### src/rtl/adc_result_buffer_pkg.sv
// Shared constants for the ADC result buffer and its SAR controller instantiation.
//   ADC_RESULT_BITS : width of one conversion result (matches controller MATRIX_BITS)
//   ADC_BUF_DEPTH   : number of FIFO entries (power of two, >= 2)
//   ADC_CNT_BITS    : width of the conversion counter
package adc_result_buffer_pkg;

  localparam int unsigned ADC_RESULT_BITS = 12;
  localparam int unsigned ADC_BUF_DEPTH   = 8;
  localparam int unsigned ADC_CNT_BITS    = 16;

  // Width of a level/threshold field able to hold 0..depth inclusive.
  function automatic int unsigned level_bits(input int unsigned depth);
    return $clog2(depth) + 1;
  endfunction

endpackage

### src/rtl/adc_result_buffer_sync_fifo.sv
// Synchronous first-word-fall-through FIFO used by adc_result_buffer.
// Ports:
//   clk, rst   : clock and synchronous active-high reset
//   flush      : empty the FIFO next cycle (pointers and level to 0)
//   push       : write wdata; ignored when full unless pop is also asserted
//   pop        : remove head entry; ignored when empty
//   wdata      : word to write
//   rdata      : head entry, 0 when empty
//   level      : entries held, 0..DEPTH
//   full/empty : derived from the level counter
module adc_result_buffer_sync_fifo
  import adc_result_buffer_pkg::*;
#(
  parameter int unsigned WIDTH = ADC_RESULT_BITS,
  parameter int unsigned DEPTH = ADC_BUF_DEPTH
) (
  input  logic                           clk,
  input  logic                           rst,
  input  logic                           flush,
  input  logic                           push,
  input  logic                           pop,
  input  logic [WIDTH-1:0]               wdata,
  output logic [WIDTH-1:0]               rdata,
  output logic [$clog2(DEPTH):0]         level,
  output logic                           full,
  output logic                           empty
);

  localparam int unsigned PTR_W = $clog2(DEPTH);
  localparam int unsigned LVL_W = PTR_W + 1;

  logic [WIDTH-1:0] mem [DEPTH];
  logic [PTR_W-1:0] wr_ptr_q, wr_ptr_d;
  logic [PTR_W-1:0] rd_ptr_q, rd_ptr_d;
  logic [LVL_W-1:0] level_q, level_d;
  logic             wr_en;
  logic             rd_en;

  assign full  = (level_q == LVL_W'(DEPTH));
  assign empty = (level_q == '0);

  // A pop frees the slot a simultaneous push needs, so full-with-pop still writes.
  assign rd_en = pop & ~empty;
  assign wr_en = push & (~full | rd_en);

  always_comb begin
    wr_ptr_d = wr_ptr_q;
    rd_ptr_d = rd_ptr_q;
    level_d  = level_q;
    if (wr_en) wr_ptr_d = wr_ptr_q + PTR_W'(1);
    if (rd_en) rd_ptr_d = rd_ptr_q + PTR_W'(1);
    unique case ({wr_en, rd_en})
      2'b10:   level_d = level_q + LVL_W'(1);
      2'b01:   level_d = level_q - LVL_W'(1);
      default: level_d = level_q;
    endcase
  end

  always_ff @(posedge clk) begin
    if (rst || flush) begin
      wr_ptr_q <= '0;
      rd_ptr_q <= '0;
      level_q  <= '0;
    end else begin
      wr_ptr_q <= wr_ptr_d;
      rd_ptr_q <= rd_ptr_d;
      level_q  <= level_d;
    end
  end

  // Storage needs no reset: the level counter decides what is visible.
  always_ff @(posedge clk) begin
    if (wr_en && !rst && !flush) mem[wr_ptr_q] <= wdata;
  end

  assign rdata = empty ? '0 : mem[rd_ptr_q];
  assign level = level_q;

endmodule

### src/rtl/adc_result_buffer.sv
// Captures each finished SAR conversion into a small FIFO and presents it on a
// valid/ready read port, with fill level, sticky overflow, threshold irq and a
// wrapping conversion counter.
// Ports:
//   clk, rst            : clock and synchronous active-high reset
//   result_in           : controller conversion result
//   conv_finished_in    : controller done level; a rising edge captures result_in
//   clear_in            : flush FIFO, clear overflow and counter
//   threshold_in        : irq fill threshold, 0 disables the irq
//   data_out            : head word, 0 when empty
//   data_valid_out      : FIFO non-empty
//   data_ready_in       : consumer takes data_out this cycle
//   fill_level_out      : entries held, 0..DEPTH
//   overflow_out        : sticky, a capture was dropped
//   threshold_irq_out   : fill level >= nonzero threshold
//   conv_count_out      : captures seen including dropped ones, wraps
module adc_result_buffer
  import adc_result_buffer_pkg::*;
#(
  parameter int unsigned RESULT_BITS = ADC_RESULT_BITS,
  parameter int unsigned DEPTH       = ADC_BUF_DEPTH,
  parameter int unsigned CNT_BITS    = ADC_CNT_BITS
) (
  input  logic                     clk,
  input  logic                     rst,
  input  logic [RESULT_BITS-1:0]   result_in,
  input  logic                     conv_finished_in,
  input  logic                     clear_in,
  input  logic [$clog2(DEPTH):0]   threshold_in,
  output logic [RESULT_BITS-1:0]   data_out,
  output logic                     data_valid_out,
  input  logic                     data_ready_in,
  output logic [$clog2(DEPTH):0]   fill_level_out,
  output logic                     overflow_out,
  output logic                     threshold_irq_out,
  output logic [CNT_BITS-1:0]      conv_count_out
);

  logic                  conv_finished_q;
  logic                  overflow_q, overflow_d;
  logic [CNT_BITS-1:0]   count_q, count_d;
  logic                  cap;
  logic                  pop;
  logic                  fifo_full;
  logic                  fifo_empty;

  assign cap = conv_finished_in & ~conv_finished_q;
  assign pop = data_valid_out & data_ready_in;

  adc_result_buffer_sync_fifo #(
    .WIDTH (RESULT_BITS),
    .DEPTH (DEPTH)
  ) u_fifo (
    .clk   (clk),
    .rst   (rst),
    .flush (clear_in),
    .push  (cap & ~clear_in),
    .pop   (pop & ~clear_in),
    .wdata (result_in),
    .rdata (data_out),
    .level (fill_level_out),
    .full  (fifo_full),
    .empty (fifo_empty)
  );

  always_comb begin
    overflow_d = overflow_q;
    count_d    = count_q;
    if (clear_in) begin
      overflow_d = 1'b0;
      count_d    = '0;
    end else if (cap) begin
      count_d = count_q + CNT_BITS'(1);
      if (fifo_full && !pop) overflow_d = 1'b1;
    end
  end

  always_ff @(posedge clk) begin
    if (rst) begin
      // Reset high so a done level already asserted at release is not an edge.
      conv_finished_q <= 1'b1;
      overflow_q      <= 1'b0;
      count_q         <= '0;
    end else begin
      conv_finished_q <= conv_finished_in;
      overflow_q      <= overflow_d;
      count_q         <= count_d;
    end
  end

  assign data_valid_out    = ~fifo_empty;
  assign overflow_out      = overflow_q;
  assign conv_count_out    = count_q;
  assign threshold_irq_out = (threshold_in != '0) && (fill_level_out >= threshold_in);

endmodule

### config.mk
export PLATFORM = sky130hd
export DESIGN_NAME = adc_result_buffer
export DESIGN_NICKNAME = d
export VERILOG_FILES = /design/src/rtl/adc_result_buffer_pkg.sv /design/src/rtl/adc_result_buffer_sync_fifo.sv /design/src/rtl/adc_result_buffer.sv
export SDC_FILE = /design/constraint.sdc
export NUM_CORES = 1
export LEC_CHECK = 0
export CORE_MARGIN = 2
export CORE_UTILIZATION = 50
export DETAILED_ROUTE_END_ITERATION = 7
export PLACE_DENSITY = 0.72
export SLEW_MARGIN = 20
export SYNTH_ARGS = -nofsm -noshare
export SYNTH_HDL_FRONTEND = slang
export SYNTH_SLANG_ARGS = --single-unit
### constraint.sdc
create_clock -name clk -period 5.4 [get_ports clk]
set_input_delay 1.62 -clock clk [delete_from_list [all_inputs] [get_ports clk]]
set_output_delay 1.62 -clock clk [all_outputs]
set_load 0.05 [all_outputs]
==> impl_metrics.ini, run 1 <==
[pwr]
combPwrFrac_pct = 3.2
p_sw_share_pct = 21.21
p_seq_share_pct = 50.7
power_density_nw_per_um2 = 323.2
p_leak_nw = 2.122
vdd_drop_max_uv = 253.5
clkPwrFrac_pct = 46.2
p_int_mw = 1.636
netSwitchingPower_uw = 440.5

[final_layout]
area_delta_synth_final_pct = 24.51
layout_common_cells = edfxtp_1 (96), clkdlybuf4s50_1 (54), nor2_1 (45), dfxtp_1 (31), mux4_2 (24)
drive_gt1_share_pct = 18.00
fin_nets = 430
finalNonFillerCells = 547
antennaDiodeCount = 0
mostFrequentLayoutCell = edfxtp_1

[sta]
hold_viol_final = 0
finClkSkew_ps = 6.815
rsz0062_at_grt = no
fin_setup_tns_ps = 0
finalSetupViolCount = 0
max_freq_ghz = 0.2078
period_share_pct = 89.11
min_period_ps = 4812
slew_headroom_pct = 44.47
tightest_slew_ps = 831.8
slew_violations = 0

[clocking]
clk_pin_slew_ps = 60
clock_sinks = 127
cts_hold_buf = 0
tritoncts = built
cts_buffers = 17
insertion_delay_ps = 490
htree_levels = 4
cts_root_buffer = clkbuf_8
post_cts_buffers = 0
post_cts_resized = 0
clock_path_buffers = 2

[run_status]
status = finished, final reports clean

[yosys]
synthAdderAreaFrac_pct = 2.570
synth-main-ff-cell = edfxtp_1
ys_seq_area_share_pct = 67.88
synth_xor_area_share_pct = 3.564
yosys.cell_types.count = 38
syn_nets = 358
synth_top_family_by_area = multiplexers
yosys_warnings = 0
synth_edf_count = 96
synthCells = 327
synth_seq_cells = 127
ys_async_sr_fraction_pct = 0
syn-cell-area_sq_um = 5161
synth_area_per_cell_sq_um = 15.78
synth_compound_area_share_pct = 2.473
synthSimpleGateAreaFrac_pct = 8.582
muxShareOfSynthArea_pct = 13.41

[grt]
antenna_found_initial = 0
grt_max_degree = 32
grt_pass1_vias = 3070
grt_pass1_wl_microns = 15520
grt_usage_pct = 18.57
gr-total-overflow = 0

[floorplan]
dieHeight_microns = 105.6
start_util_pct = 50.68
rows = 37
io_pins = 56
dieArea_sq_um = 11150
die_x_microns = 105.6
coreArea_sq_um = 10180

[min_path]
min_path_type = register to register

[placed_design]
portBuffers = 55
gp_congestion = 0.7533
dp.final_hpwl_microns = 5832
dp_cells = 516

[detailed_routing]
drtIter0Drc = 210
wirelength_microns = 9251
avgViaCountPerCell = 5.280
drt_pass1_iterations = 4
routedWlPerCell_microns = 16.91
ant_nets = 0
vias = 2888
drc = 0

[critical_path]
startpoint_type = primary input
critPathRequiredTime_ps = 3780
cp.arrival_ps = 3190
crit_fanout = 2
critical_path_class = primary input to output pin
crit_path_end_kind = output pin

[run]
drv_cap = 0
==> final timing paths <==
path | slack [ps] | startpoint | to | cells after the start
min | 480 | overflow_out | overflow_out | 1
min reg2reg | 480 | overflow_out | overflow_out | 1
max reg2reg | 3080 | u_fifo.level[3] | u_fifo.level[3] | 8
max | 590 | threshold_in[0] | threshold_irq_out | 8
==> per-layer routing <==
metal | routed length [microns] | global-route usage, % | vias to the layer above
met3 | 514 | 5.690 | 4
li1 | - | - | 1372
met1 | 3990 | 23.86 | 1438
met4 | 43 | 5.357 | 0
met2 | 4702 | 30.74 | 74
met5 | 0 | 0 | -
==> per-stage QoR <==
stage | cell area (sq um) | worst slack [ps] | utilization, % | hold slack [ps] | total power [mW]
after floorplan | 5161 | 928.6 | - | 462.2 | 1.105
after global placement | 5914 | 617.4 | 58.07 | 459.6 | 1.137
after detailed placement | 5914 | 595.1 | 58.07 | 467.0 | 1.139
after CTS | 6426 | 582.4 | 63.10 | 486.1 | 2.099
after global routing | 6426 | 471.3 | 63.10 | 513.9 | 2.151
final | 6426 | 587.9 | 63.10 | 478.7 | 2.077
==> cells in the mapped netlist (2+ instances only) <==
| library cell | number | area, sq um |
|---|---|---|
| edfxtp_1 | 96 | 2883 |
| buf_1 | 2 | 7.510 |
| buf_2 | 3 | 15.01 |
| dfxtp_1 | 31 | 620.6 |
| o21ai_2 | 2 | 17.52 |
| nand2b_1 | 5 | 31.28 |
| and4_1 | 2 | 17.52 |
| nor2_1 | 45 | 168.9 |
| inv_1 | 6 | 22.52 |
| xor2_1 | 14 | 122.6 |
| nand2_1 | 12 | 45.04 |
| mux2i_1 | 14 | 140.1 |
| ha_1 | 9 | 112.6 |
| a21o_1 | 3 | 22.52 |
| nor3_1 | 6 | 30.03 |
| nand4_1 | 3 | 18.77 |
| or3_1 | 3 | 18.77 |
| clkbuf_1 | 8 | 30.03 |
| mux4_2 | 24 | 540.5 |
| o21ai_1 | 2 | 10.01 |
| a21oi_1 | 7 | 35.03 |
| xnor2_1 | 7 | 61.31 |
| nand3_1 | 7 | 35.03 |
| and3_1 | 2 | 12.51 |
==> flip-flops by register name, indices dropped and copies added (netlist names), named ones only <==
register,cells
u_fifo.level,4
u_fifo.rd_ptr_q,3
u_fifo.wr_ptr_q,3
overflow_out,1
conv_count_out,16
u_fifo.mem,96
conv_finished_q,1
==> worst max-delay path, stage by stage <==
cell and delay [ps]:
clkdlybuf4s50_1 430, ha_1 290, nand2b_1 140, a21o_1 170
a21o_1 160, a21oi_1 130, nor2_1 50, buf_4 190
==> final cells by class <==
type,count,area [sq um]
clock buffers,17,414.1
clock inverters,14,97.59
fillers,780,3759
inverters,7,26.28
multi-input cells,180,1584
flip-flops and latches,127,3503
well taps,136,170.2
repair buffers,66,630.6
==> cell families (layout without fill, tap and decap cells) <==
family | count (synthesis) | after routing
and+or+nand+nor | 93 | 93
adders and majority gates | 10 | 10
xor gates and xnor gates | 21 | 21
buffers and inverters | 20 | 104
muxes | 39 | 39
DFF | 127 | 127
AOI/OAI and AO/OA | 17 | 17
==> power groups by stage <==
stage	combinational, mW	clock (mW)	sequential [mW]
2_1_floorplan	0.0301	0	1.07
3_3_place_gp	0.0644	0	1.07
3_5_place_dp	0.0665	0	1.07
4_1_cts	0.0666	0.980	1.05
5_1_grt	0.0723	1.03	1.05
6_report	0.0655	0.959	1.05
Power figures use the tool's default switching activity.
==> run 2: changes to the inputs <==
--- a/config.mk
+++ b/config.mk
@@ -6,9 +6,9 @@
 export NUM_CORES = 1
 export LEC_CHECK = 0
 export CORE_MARGIN = 2
-export CORE_UTILIZATION = 50
+export CORE_UTILIZATION = 42
 export DETAILED_ROUTE_END_ITERATION = 7
-export PLACE_DENSITY = 0.72
+export SKIP_LAST_GASP = 1
 export SLEW_MARGIN = 20
 export SYNTH_ARGS = -nofsm -noshare
 export SYNTH_HDL_FRONTEND = slang
==> run 2 against run 1 <==
Net effect:
- non-clock buffer count rose by 1
- clock skew fell by 0.87 ps
- register-to-register slack worse by 50 ps
- routed wire length increased by 3.5%
- design area increased by 0.78%
- critical path type unchanged
- fmax about the same
- final cell count up 2.0%
- setup slack improved by 3.1 ps
- first-iteration DRC count shrank 29%
- sequential share of layout area down 0.42 points
- die area grew 18%
- largest cell class unchanged
==> impl_metrics.ini, run 2 (synthesized netlist as in run 1, its figures left out) <==
[run_status]
status = finished, final reports clean

[min_path]
whs_endpoint = u_fifo.rd_ptr_q[1]
holdPathStages = 2
min_from = u_fifo.rd_ptr_q[1]
min_path_type = register to register

[grt]
grt_max_degree = 32
gr-usage-met3_pct = 4.533
gr-total-overflow = 0
grt-busiest-layer = met2
met2_usage_pct = 23.69
grt_pass1_vias = 2935
grt_usage_pct = 15.74
antenna_found_initial = 0
grt_pass1_wl_microns = 15150
grt_util_met1_pct = 21.10

[critical_path]
cp_common_cell = a21o_1
critPathMaxStageDelay_ps = 420
rrSetupSlack_ps = 3030
crit_family = buffers and inverters
path_cells = clkdlybuf4s50_1, ha_1, nand2b_1, a21o_1, a21o_1, a21oi_1, nor2_1, buf_4
startpoint_type = primary input
critPathBufInv = 2
reg2reg_depth = 6
cp.arrival_ps = 3190
crit_start = threshold_in[0]
crit_fanout = 2
critical_path_class = primary input to output pin
critPathRequiredTime_ps = 3780
crit_path_end_kind = output pin
r2r-end = u_fifo.mem[3][9]
cpMaxStageDelayCell = clkdlybuf4s50_1
reg2reg_from = conv_finished_q

[final_layout]
area_delta_synth_final_pct = 25.48
drive_gt1_share_pct = 17.27
layout_common_cells = edfxtp_1 (96), clkdlybuf4s50_1 (54), nor2_1 (45), dfxtp_1 (31), mux4_2 (24)
regMostFlops = u_fifo.mem
fin_nets = 431
fin_util_pct = 53.92
mostFrequentLayoutCell = edfxtp_1
antennaDiodeCount = 0
largest_reg_flops = 96

[clocking]
htree_levels = 4
clk_pin_slew_ps = 50
cts_root_buffer = clkbuf_16
cts_hold_buf = 0
cts_buffers = 17
post_cts_buffers = 0
post_cts_resized = 0
tritoncts = built
clock_sinks = 127
insertion_delay_ps = 410
clock_path_buffers = 2

[detailed_routing]
vias = 2874
avgViaCountPerCell = 5.151
drc = 0
drtIter0Drc = 150
ant_nets = 0
drt_pass1_iterations = 4
routedWlPerCell_microns = 17.17
wirelength_microns = 9579

[floorplan]
dieArea_sq_um = 13190
io_pins = 56
start_util_pct = 42.97
rows = 40
die_x_microns = 114.9
coreArea_sq_um = 12010
dieHeight_microns = 114.9

[pwr]
vdd_drop_max_uv = 156.0
p_leak_nw = 2.161
fin_total_pwr_mw = 2.159
power_density_nw_per_um2 = 333.4

[placed_design]
dp.final_hpwl_microns = 5824
gp_congestion = 0.7327
portBuffers = 55

[sta]
min_period_ps = 4809
rsz0062_at_grt = no
slew_headroom_pct = 40.11
slew_violations = 0
finClkSkew_ps = 5.940
finalSetupViolCount = 0
tightest_slew_ps = 897.1
max_freq_ghz = 0.2079
period_share_pct = 89.06
fin_setup_tns_ps = 0
hold_viol_final = 0

[run]
drv_cap = 0
-- run 2: metrics by stage --
step / setup WS (ps) / hold slack [ps] / std cells / instance area [sq um]
3_3_place_gp: 610.5 / 461.9 / 528 / 5941
5_1_grt: 488.2 / 504.3 / 558 / 6476
3_5_place_dp: 587.2 / 466.1 / 528 / 5941
2_1_floorplan: 928.6 / 462.2 / 327 / 5161
6_report: 590.9 / 488.1 / 558 / 6476
4_1_cts: 582.7 / 489.6 / 558 / 6476
-- run 2: worst max-delay path by stage --
stage | endpoint | slack [ps] | depth (start not counted)
3_5_place_dp | threshold_irq_out | 590 | 8
6_report | threshold_irq_out | 590 | 8
4_1_cts | threshold_irq_out | 580 | 8
3_3_place_gp | threshold_irq_out | 610 | 8
5_1_grt | threshold_irq_out | 490 | 8
2_1_floorplan | threshold_irq_out | 930 | 6
-- run 2: final cells by class --
type / instances / area, sq um
fillers: 1017 / 5535
flip-flops and latches: 127 / 3503
multi-input cells: 180 / 1589
repair buffers: 67 / 638.1
clock buffers: 21 / 440.4
well taps: 147 / 183.9
clock inverters: 9 / 95.09
inverters: 7 / 26.28
-- run 2: worst register-to-register path: stages (launching register included) --
cell	delay, ps
dfxtp_1	300
nor2b_1	380
o21ai_1	270
nor2_1	140
nand2_1	130
nor2_1	550
buf_4	290
-- run 2: per-layer routing --
layer  vias up  wire length [microns]
li1       1378                      -
met1      1425                   4634
met2        55                   4436
met3        16                    348
met4         0                    159
met5         -                      0
-- run 2: power by group --
| part | internal [mW] | leakage [nW] | switching (mW) | total, mW |
|---|---|---|---|---|
| Sequential | 1.05 | 1.11 | 0.00148 | 1.05 |
| Combinational | 0.0280 | 0.786 | 0.0379 | 0.0659 |
| Clock | 0.665 | 0.261 | 0.374 | 1.04 |
==> run 3: changes to the inputs <==
--- a/config.mk
+++ b/config.mk
@@ -7,6 +7,7 @@
 export LEC_CHECK = 0
 export CORE_MARGIN = 2
 export CORE_UTILIZATION = 42
+export CTS_CLUSTER_DIAMETER = 60
 export DETAILED_ROUTE_END_ITERATION = 7
 export SKIP_LAST_GASP = 1
 export SLEW_MARGIN = 20
==> results of run 3 <==
Final layout, timing and power as in run 2 (identical DEF).
